$ cat config.mk
export PLATFORM = sky130hd
export DESIGN_NAME = square_freq_timer
export DESIGN_NICKNAME = d
export VERILOG_FILES = /design/src/rtl/square_freq_timer.sv
export SDC_FILE = /design/constraint.sdc
export NUM_CORES = 1
export LEC_CHECK = 0
export ABC_AREA = 1
export CAP_MARGIN = 20
export CORE_MARGIN = 3
export CORE_UTILIZATION = 55
export DETAILED_ROUTE_END_ITERATION = 7
export HOLD_SLACK_MARGIN = 0.06
export PLACE_DENSITY = 0.76
export SETUP_SLACK_MARGIN = 0.05
export SKIP_CTS_REPAIR_TIMING = 1
export SLEW_MARGIN = 20
export SYNTH_ARGS = -nofsm -noshare
export SYNTH_HDL_FRONTEND = slang
export SYNTH_SLANG_ARGS = --single-unit
$ cat constraint.sdc
create_clock -name clk -period 5.1 [get_ports clk]
set_clock_uncertainty 0.2 [all_clocks]
set_input_delay 0.765 -clock clk [delete_from_list [all_inputs] [get_ports clk]]
set_output_delay 0.765 -clock clk [all_outputs]
set_load 0.1 [all_outputs]
$ cat src/rtl/square_freq_timer.sv
// -----------------------------------------------------------------------------
// square_freq_timer
//
// Frequency timer and channel-1 style frequency sweep for a square-wave
// channel. Emits a one-cycle `step` pulse every (2048 - freq) * PRESCALE
// clocks, which advances the downstream duty cycler. On each qualifying
// 128 Hz `sweep_tick` the current frequency is shifted up or down, and the
// channel is disabled when the sweep would overflow 11 bits.
//
// Parameters:
//   PRESCALE      clk cycles per period-counter decrement (1..16)
//
// Ports:
//   clk           system clock, rising-edge active
//   rst_n         asynchronous active-low reset
//   trigger       1-cycle pulse, (re)starts the channel
//   freq_in[10:0] frequency loaded on trigger / freq_we
//   freq_we       1-cycle pulse, updates the current frequency
//   sweep_period  sweep period in sweep_tick units, 0 = sweep off
//   sweep_negate  1 = subtract, 0 = add
//   sweep_shift   right-shift amount of the sweep delta
//   sweep_tick    1-cycle 128 Hz pulse from the frame sequencer
//   step          1-cycle pulse to the duty cycler (registered)
//   freq_out      current, possibly swept, frequency (registered)
//   enabled       channel-active flag (registered)
// -----------------------------------------------------------------------------
module square_freq_timer #(
   parameter int PRESCALE = 4
) (
   input  logic        clk,
   input  logic        rst_n,
   input  logic        trigger,
   input  logic [10:0] freq_in,
   input  logic        freq_we,
   input  logic [2:0]  sweep_period,
   input  logic        sweep_negate,
   input  logic [2:0]  sweep_shift,
   input  logic        sweep_tick,
   output logic        step,
   output logic [10:0] freq_out,
   output logic        enabled
);

   localparam logic [3:0] PRE_MAX = 4'(PRESCALE - 1);

   // Sweep arithmetic in 12 bits so that an add overflow shows up in bit 11.
   // A subtraction can never underflow because the delta is at most freq.
   function automatic logic [11:0] sweep_calc(input logic [10:0] f,
                                              input logic        neg,
                                              input logic [2:0]  sh);
      logic [11:0] delta;
      delta = {1'b0, f} >> sh;
      if (neg) begin
         sweep_calc = {1'b0, f} - delta;
      end else begin
         sweep_calc = {1'b0, f} + delta;
      end
   endfunction

   function automatic logic sweep_ovf(input logic [10:0] f,
                                      input logic        neg,
                                      input logic [2:0]  sh);
      return sweep_calc(f, neg, sh) > 12'd2047;
   endfunction

   // Period reload value; range 1..2048 so it needs 12 bits
   function automatic logic [11:0] period_of(input logic [10:0] f);
      return 12'd2048 - {1'b0, f};
   endfunction

   logic [3:0]  prescale_q,   prescale_d;
   logic [11:0] period_cnt_q, period_cnt_d;
   logic [3:0]  sweep_cnt_q,  sweep_cnt_d;
   logic [10:0] freq_cur_q,   freq_cur_d;
   logic [10:0] freq_out_q,   freq_out_d;
   logic        enabled_q,    enabled_d;
   logic        step_q,       step_d;

   logic [3:0]  sweep_reload_s;
   logic [11:0] sweep_new_s;
   logic        sweep_wr_s;

   // A sweep period of 0 still runs the sweep counter with a period of 8
   assign sweep_reload_s = (sweep_period == 3'd0) ? 4'd8 : {1'b0, sweep_period};
   assign sweep_new_s    = sweep_calc(freq_cur_q, sweep_negate, sweep_shift);

   // Next-state logic for the timer, sweep and frequency registers
   always_comb begin
      prescale_d   = prescale_q;
      period_cnt_d = period_cnt_q;
      sweep_cnt_d  = sweep_cnt_q;
      freq_cur_d   = freq_cur_q;
      freq_out_d   = freq_out_q;
      enabled_d    = enabled_q;
      step_d       = 1'b0;
      sweep_wr_s   = 1'b0;

      if (trigger) begin
         // Trigger wins over everything; a coincident sweep_tick is dropped
         freq_cur_d   = freq_in;
         freq_out_d   = freq_in;
         prescale_d   = 4'd0;
         period_cnt_d = period_of(freq_in);
         sweep_cnt_d  = sweep_reload_s;
         if ((sweep_shift != 3'd0) && !sweep_negate &&
             sweep_ovf(freq_in, 1'b0, sweep_shift)) begin
            enabled_d = 1'b0;
         end else begin
            enabled_d = 1'b1;
         end
      end else begin
         if (enabled_q) begin
            // Prescaler wrap clocks the period counter
            if (prescale_q == PRE_MAX) begin
               prescale_d = 4'd0;
               if (period_cnt_q == 12'd1) begin
                  step_d       = 1'b1;
                  period_cnt_d = period_of(freq_cur_q);
               end else begin
                  period_cnt_d = period_cnt_q - 12'd1;
               end
            end else begin
               prescale_d = prescale_q + 4'd1;
            end

            // Sweep computation happens only when the sweep counter expires
            if (sweep_tick) begin
               if (sweep_cnt_q <= 4'd1) begin
                  sweep_cnt_d = sweep_reload_s;
                  if (sweep_period != 3'd0) begin
                     if (sweep_new_s > 12'd2047) begin
                        enabled_d = 1'b0;
                     end else if (sweep_shift != 3'd0) begin
                        sweep_wr_s = 1'b1;
                        // Second check on the freshly written value
                        if (sweep_ovf(sweep_new_s[10:0], sweep_negate, sweep_shift)) begin
                           enabled_d = 1'b0;
                        end else begin
                           enabled_d = enabled_q;
                        end
                     end else begin
                        enabled_d = enabled_q;
                     end
                  end else begin
                     enabled_d = enabled_q;
                  end
               end else begin
                  sweep_cnt_d = sweep_cnt_q - 4'd1;
               end
            end else begin
               sweep_cnt_d = sweep_cnt_q;
            end
         end else begin
            prescale_d = prescale_q;
         end

         // Sweep write beats freq_we; freq_we still lands while disabled
         if (sweep_wr_s) begin
            freq_cur_d = sweep_new_s[10:0];
         end else if (freq_we) begin
            freq_cur_d = freq_in;
         end else begin
            freq_cur_d = freq_cur_q;
         end

         // freq_out freezes while the channel is disabled
         if (enabled_q) begin
            freq_out_d = freq_cur_d;
         end else begin
            freq_out_d = freq_out_q;
         end
      end
   end

   // State registers with asynchronous clear
   always_ff @(posedge clk or negedge rst_n) begin
      if (!rst_n) begin
         prescale_q   <= 4'd0;
         period_cnt_q <= 12'd0;
         sweep_cnt_q  <= 4'd0;
         freq_cur_q   <= 11'd0;
         freq_out_q   <= 11'd0;
         enabled_q    <= 1'b0;
         step_q       <= 1'b0;
      end else begin
         prescale_q   <= prescale_d;
         period_cnt_q <= period_cnt_d;
         sweep_cnt_q  <= sweep_cnt_d;
         freq_cur_q   <= freq_cur_d;
         freq_out_q   <= freq_out_d;
         enabled_q    <= enabled_d;
         step_q       <= step_d;
      end
   end

   assign step     = step_q;
   assign freq_out = freq_out_q;
   assign enabled  = enabled_q;

endmodule

Word-level counts from Yosys, hierarchy flattened:

Index checks and enable logic that the tools add are counted.

* add/sub/neg operators: 10
* $lt $le $gt $ge: 4
* equality and inequality tests: 2
* shifts and indexed selects: 3
* muxes and demuxes: 47
* reduce and logical (&&, ||, !) cells: 11

Operator list (number)
* 2-to-1 mux 12 bit: 14
* 2-to-1 mux 11 bit: 5
* adder 11 x 12 -> 12 bit: 3
* > comparator 12 x 11 -> 1 bit (second input constant): 3
* right shift 11 x 3 -> 12 bit: 3
* 2-to-1 mux 4 bit: 8
* subtractor 11 x 12 -> 12 bit: 2
* subtractor 12 x 11 -> 12 bit (first input constant): 2
* 2-to-1 mux 1 bit: 20
* equality test 12 x 1 -> 1 bit (second input constant): 1
* subtractor 12 x 1 -> 12 bit (second input constant): 1
* nonzero test 2 bit: 3
* nonzero test 3 bit: 2
* adder 4 x 1 -> 4 bit (second input constant): 1
* equality test 4 x 2 -> 1 bit (second input constant): 1
* <= comparator 4 x 1 -> 1 bit (second input constant): 1
* AND reduction 2 bit: 2
* subtractor 4 x 1 -> 4 bit (second input constant): 1
* zero test 3 bit: 1
* logical AND 1 bit: 2
* zero test 1 bit: 1

* register bits: 44
* word-level logic and storage cells: 84

Logic depth before layout (Yosys ltp):

* depth in word-level cells: 22
* mapped depth: 44
* mapped depth without buffers: 44

Worst setup path after synthesis:

Ideal clock, no wire load.

* path type: input to register
* start point: in sweep_shift[0]
* end point: reg enabled_q, in the netlist enabled
* arrival: 5.078 ns
* slack: -0.295 ns
* stages on the path: 42
* path through: buf_6 nor2_2 a21oi_1 o211ai_2 o21ai_1 inv_1 ha_1 inv_1 nor2_1 nand4_1 nor2_1 a21oi_1 xnor2_1 inv_1 ha_1 nand2_1 inv_1 a21oi_1 [6 not listed] nand2_1 nand2_1 nand3_1 nand2_1 o21ai_0 xor2_1 ha_1 a21oi_1 o21ai_0 o2111a_1 nand3_1 nand2_1 nand2_1 nand3_1 nand2_1 nand2_1 nand2_1 nand2_1

* longest elaborated chain between the ends: 22

Ends and longest elaborated chain
* start, declared: RTL line 37 `input logic [2:0] sweep_shift,`
* right shift 11 x 3 -> 12 bit: RTL line 52 `delta = {1'b0, f} >> sh;`
* adder 11 x 12 -> 12 bit or subtractor 11 x 12 -> 12 bit (tied branches): RTL line 56, 54
* 2-to-1 mux 12 bit: RTL line 53 `if (neg) begin`
* right shift 11 x 3 -> 12 bit: RTL line 52
* adder 11 x 12 -> 12 bit or subtractor 11 x 12 -> 12 bit (tied branches): RTL line 56, 54
* 2-to-1 mux 12 bit: RTL line 53
* 2-to-1 mux 12 bit: RTL line 133 `end else if (sweep_shift != 3'd0) begin`
* 2-to-1 mux 12 bit: RTL line 131 `if (sweep_new_s > 12'd2047) begin`
* [7 not listed]
* 2-to-1 mux 1 bit: RTL line 133
* 2-to-1 mux 1 bit: RTL line 131
* 2-to-1 mux 1 bit: RTL line 130 `if (sweep_period != 3'd0) begin`
* 2-to-1 mux 1 bit: RTL line 128 `if (sweep_cnt_q <= 4'd1) begin`
* 2-to-1 mux 1 bit: RTL line 127 `if (sweep_tick) begin`
* 2-to-1 mux 1 bit: RTL line 112 `if (enabled_q) begin`
* 2-to-1 mux 1 bit *: RTL line 98 `if (trigger) begin`
* named net enabled_d: RTL line 76 `logic enabled_q, enabled_d;`
* end signal, assigned: RTL line 191 `enabled_q <= enabled_d;`
* end, declared: RTL line 76

The timed path passes the listed nets; every way through them passes the cells marked *. The select of a mux whose other input is x is not followed.
A chain may end at the register's enable or synchronous reset.

Final worst setup path:

Ends and elaborated chain as after synthesis.

==> summary by stage <==
Run status
The flow ran to the end, but the final reports show violations. The checks that failed: negative setup slack.

Floorplanning
For this configuration, the core starts out at a cell density of between 50 and 60%. The die span in x is roughly 110 um. The die height is around 110 um. The area inside the core boundary is ~9500 um^2. For this design the top-level I/O count stands at 36.

The area enclosed by the die boundary is ~11000 um^2. The floorplan has 35 rows.

STA
Counting I/O delays and the setup requirement, the final critical path takes ~5.7 ns. Setup total negative slack on the finished layout was measured at -0.612 ns. The normalized max-slew margin is ~33%. The final worst slack is -0.612 ns.

Derived from the worst setup path, the maximum achievable clock frequency is between 0.15 and 0.2 GHz. For the pin with the worst max-slew slack, the measured transition is approximately 0.99 ns. Setup repair after global routing could not meet its margin everywhere.

The total count of max-transition violations in the final report is 0. The number of hold violations in the final report was 0. Setup violations remaining at the end of the flow were counted as 1. In the finished design, the share of the clock period the worst path needs comes to 112%.

Layout
The filler cell count in the final layout is around 690. The area taken by flip-flops and latches is 1100 um^2. For this run, the share of the core covered by cells in the final layout is about four fifths.

0 antenna diodes ended up in the layout. The cell area after layout is roughly 7500 um^2. The area overhead of the layout relative to synthesis is 35.7%. Summing all multi-input logic gate instances after layout gives approximately 4200 um^2. In the final layout, the share of cells above drive strength 1 is between 20% and 30%. In the final design database the tool counted 1066 nets.

Place
The post-detailed-placement half-perimeter wirelength is 15.3 mm. Port buffering added 35 buffers. The area of placed instances is 6810 um^2.

The pre-CTS setup slack is -1.23 ns. The routability congestion estimate from global placement is 0.949.

Logic synthesis
Among all flip-flop cells after synthesis, the most frequent one is sky130_fd_sc_hd__dfrtp_1. Yosys mapped a number of flops with a built-in enable equal to 0. The fraction of registers with async set/reset is 100%.

Synthesis inferred 44 register bits. The top cell type by area accounts for approximately a fifth of the synthesized area. The post-synthesis cell count is ~860. The Yosys warning count is 0.

A synthesized cell averages ~6.4 um^2. In the post-synthesis netlist, the cell with the most instances is sky130_fd_sc_hd__nand2_1. The synthesized design spends more area on one cell type than any other, namely sky130_fd_sc_hd__dfrtp_1. After synthesis, the netlist uses just under 50 different library cells. Yosys attributes the largest share of cell area to sky130_fd_sc_hd__dfrtp_1 (20%), sky130_fd_sc_hd__nand2_1 (16%), sky130_fd_sc_hd__ha_1 (9.8%), sky130_fd_sc_hd__inv_1 (7.4%), sky130_fd_sc_hd__nand3_1 (6.2%). The commonest cells after synthesis are sky130_fd_sc_hd__nand2_1 (237), sky130_fd_sc_hd__inv_1 (109), sky130_fd_sc_hd__nand3_1 (68).

The cell area after synthesis is around 5500 um^2. The number of nets produced by synthesis is ~930. The fraction of the yosys area taken by sequential cells is between 20% and 30%.

Setup path
The slowest stage of the critical path belongs to the cell sky130_fd_sc_hd__ha_4. Across all register-to-register paths, the minimum setup slack is -0.49 ns. The critical path ends at enabled. Of all nets on the critical path, the largest fanout is 5. The worst setup path is of the in -> reg kind. The largest single stage delay on the critical path is roughly 0.32 ns. The origin of the worst setup path is sweep_shift[0]. In this run the critical register-to-register path is captured at enabled. The nature of the critical path endpoint is a register.

The required time of the worst setup path is around 5.1 ns. Counting stages on the worst path, the most repeated cell is sky130_fd_sc_hd__nand2_1. Data arrives at the worst endpoint at about 5.7 ns.

The cell family contributing the most delay on the critical path is simple AND/OR/NAND/NOR gates. The reg-to-reg critical path startpoint is freq_cur_q[5]. The logic depth of the worst register-to-register path is just over 40. The buffering stage count on the worst path with inverters included is 6. The worst setup path is launched from an input port.

The count of cell instances traversed by the critical path is 41.

Drt
The mean routed wirelength per cell is between 15 and 20 um. Summed over all layers, the routed wires come to 20.8 mm. The DRC violation count after routing is 0. In this run, the number of DRC markers left after iteration 0 of detailed routing was 901. Once detail routing completed, the nets flagged for antenna violations numbered 0. After detailed routing, the number of vias per cell comes to approximately 6.0. The number of vias in the routed layout is between 6000 and 7000.

The number of detailed-route iterations in the first pass is 6.

Clocking
TritonCTS built the clock tree. The later pin in the worst-skew pair is clocked with a latency of about 0.3 ns. The tree is rooted in a sky130_fd_sc_hd__clkbuf_8. The H-tree was split into 2 levels.

The tree built by TritonCTS fans out to 44 sinks. The number of CTS-inserted buffers is 5. Clock-pin slew was measured on the worst setup and hold paths at 0.09 ns. The longest clock path from root to sink contains 2 buffers.

Power
Internal power comes to 1.23 mW. Of the total power, the share spent switching nets is a little under half. The clock network is responsible for 13.8% of the overall power.

VDD sags by at most about 0.32 mV. Summed over all nets, the switching power comes to 1.11 mW. For this design the ratio of total power to cell area is approximately 310 nW/um^2. The sequential group share of total power is between 10% and 20%. In this run the static leakage power is 3.72 nW. The combinational share of power is between 60 and 70%. The sum of internal, switching and leakage power is about 2.3 mW.

GRT
Entering global routing, the biggest net connects 45 pins. The first global-routing pass estimated between 30 and 40 mm of wire. The total congestion overflow after global routing is 0. The number of global-route vias before repair is roughly 6500. The all-layer global routing usage is a little over a third. The number of antenna violations at the first check in global routing is 0.

Job
The number of maximum-capacitance constraint violations is 0.

Min path
The worst hold path belongs to the class reg -> reg.
==> cell families (layout without fill, tap and decap cells) <==
| kind of cell | Yosys count | count (layout) | synth area share [%] |
|---|---|---|---|
| flops | 44 | 44 | 20.0 |
| buf+inv | 144 | 285 | 10.6 |
| compound gates | 177 | 177 | 21.6 |
| xor+xnor | 36 | 36 | 5.88 |
| fa+ha+maj | 44 | 44 | 10.2 |
| mux | 4 | 4 | 0.729 |
| simple gates | 409 | 409 | 30.9 |
==> state kept, by name (all words and copies together) (netlist names) <==
name / flops
enabled: 1
freq_cur_q: 11
freq_out: 11
period_cnt_q: 12
prescale_q: 4
step: 1
sweep_cnt_q: 4
==> cell usage in the layout (no fill, tap or decap), drive strengths merged, types with 2 or more instances in the layout <==
master and instances:
a21oi 41, a221oi 3, a22oi 3, a31oi 5
buf 128, bufinv 2, clkbuf 8, clkdlybuf4s50 31
clkinv 2, dfrtp 44, dlymetal6s2s 2, ha 43
inv 111, mux2i 4, nand2 239, nand3 68
nand3b 3, nand4 8, nor2 70, nor3 14
nor4 3, o211ai 30, o21ai 76, o22ai 8
o41ai 2, or2 2, xnor2 8, xor2 28
==> through the flow <==
step           cells  hold slack [ns]
2_1_floorplan    858            0.269
3_3_place_gp    1108            0.265
3_5_place_dp    1108            0.265
4_1_cts         1115            0.293
5_1_grt         1128            0.320
6_report        1128            0.290
==> worst min-delay path: stages (launching register included) <==
cell and delay [ns]:
sky130_fd_sc_hd__dfrtp_1 0.35, sky130_fd_sc_hd__nand2_1 0.05, sky130_fd_sc_hd__nand2_1 0.05
==> cell type report <==
cell class                      instances  share of cell area [%]
Multi-Input combinational cell        670                    56.8
Timing Repair Buffer                  164                    18.7
Sequential cell                        44                    14.8
Inverter                              114                    5.86
Tap cell                              129                    2.16
Clock buffer                            5                   0.923
Clock inverter                          2                   0.806
==> routing by layer <==
layer  global-route usage [%]  wire, um  vias up
met2                     60.5     10000      433
li1                         -         -     3138
met4                     11.8       776        0
met1                     44.4      7870     3089
met3                     4.61      2150       84
met5                        0         0        -
==> worst min path at each step <==
stage | start | to | slack [ns] | cells after the start
after floorplan | rst_n | enabled | 0.27 | 0
after global placement | freq_out[8] | freq_out[8] | 0.27 | 2
after detailed placement | freq_out[5] | freq_out[5] | 0.27 | 2
after CTS | freq_out[1] | freq_out[1] | 0.29 | 2
after global routing | freq_out[4] | freq_out[4] | 0.32 | 2
final | freq_out[1] | freq_out[1] | 0.29 | 2
==> power by group through the flow <==
stage	Combinational (mW)	Clock (mW)	Sequential, mW
final	1.56	0.321	0.445
after global routing	1.69	0.336	0.451
after CTS	1.35	0.320	0.442
after detailed placement	1.34	0	0.447
after global placement	1.30	0	0.445
after floorplan	0.728	0	0.533
Note: power is estimated with default switching activity, not from simulation.
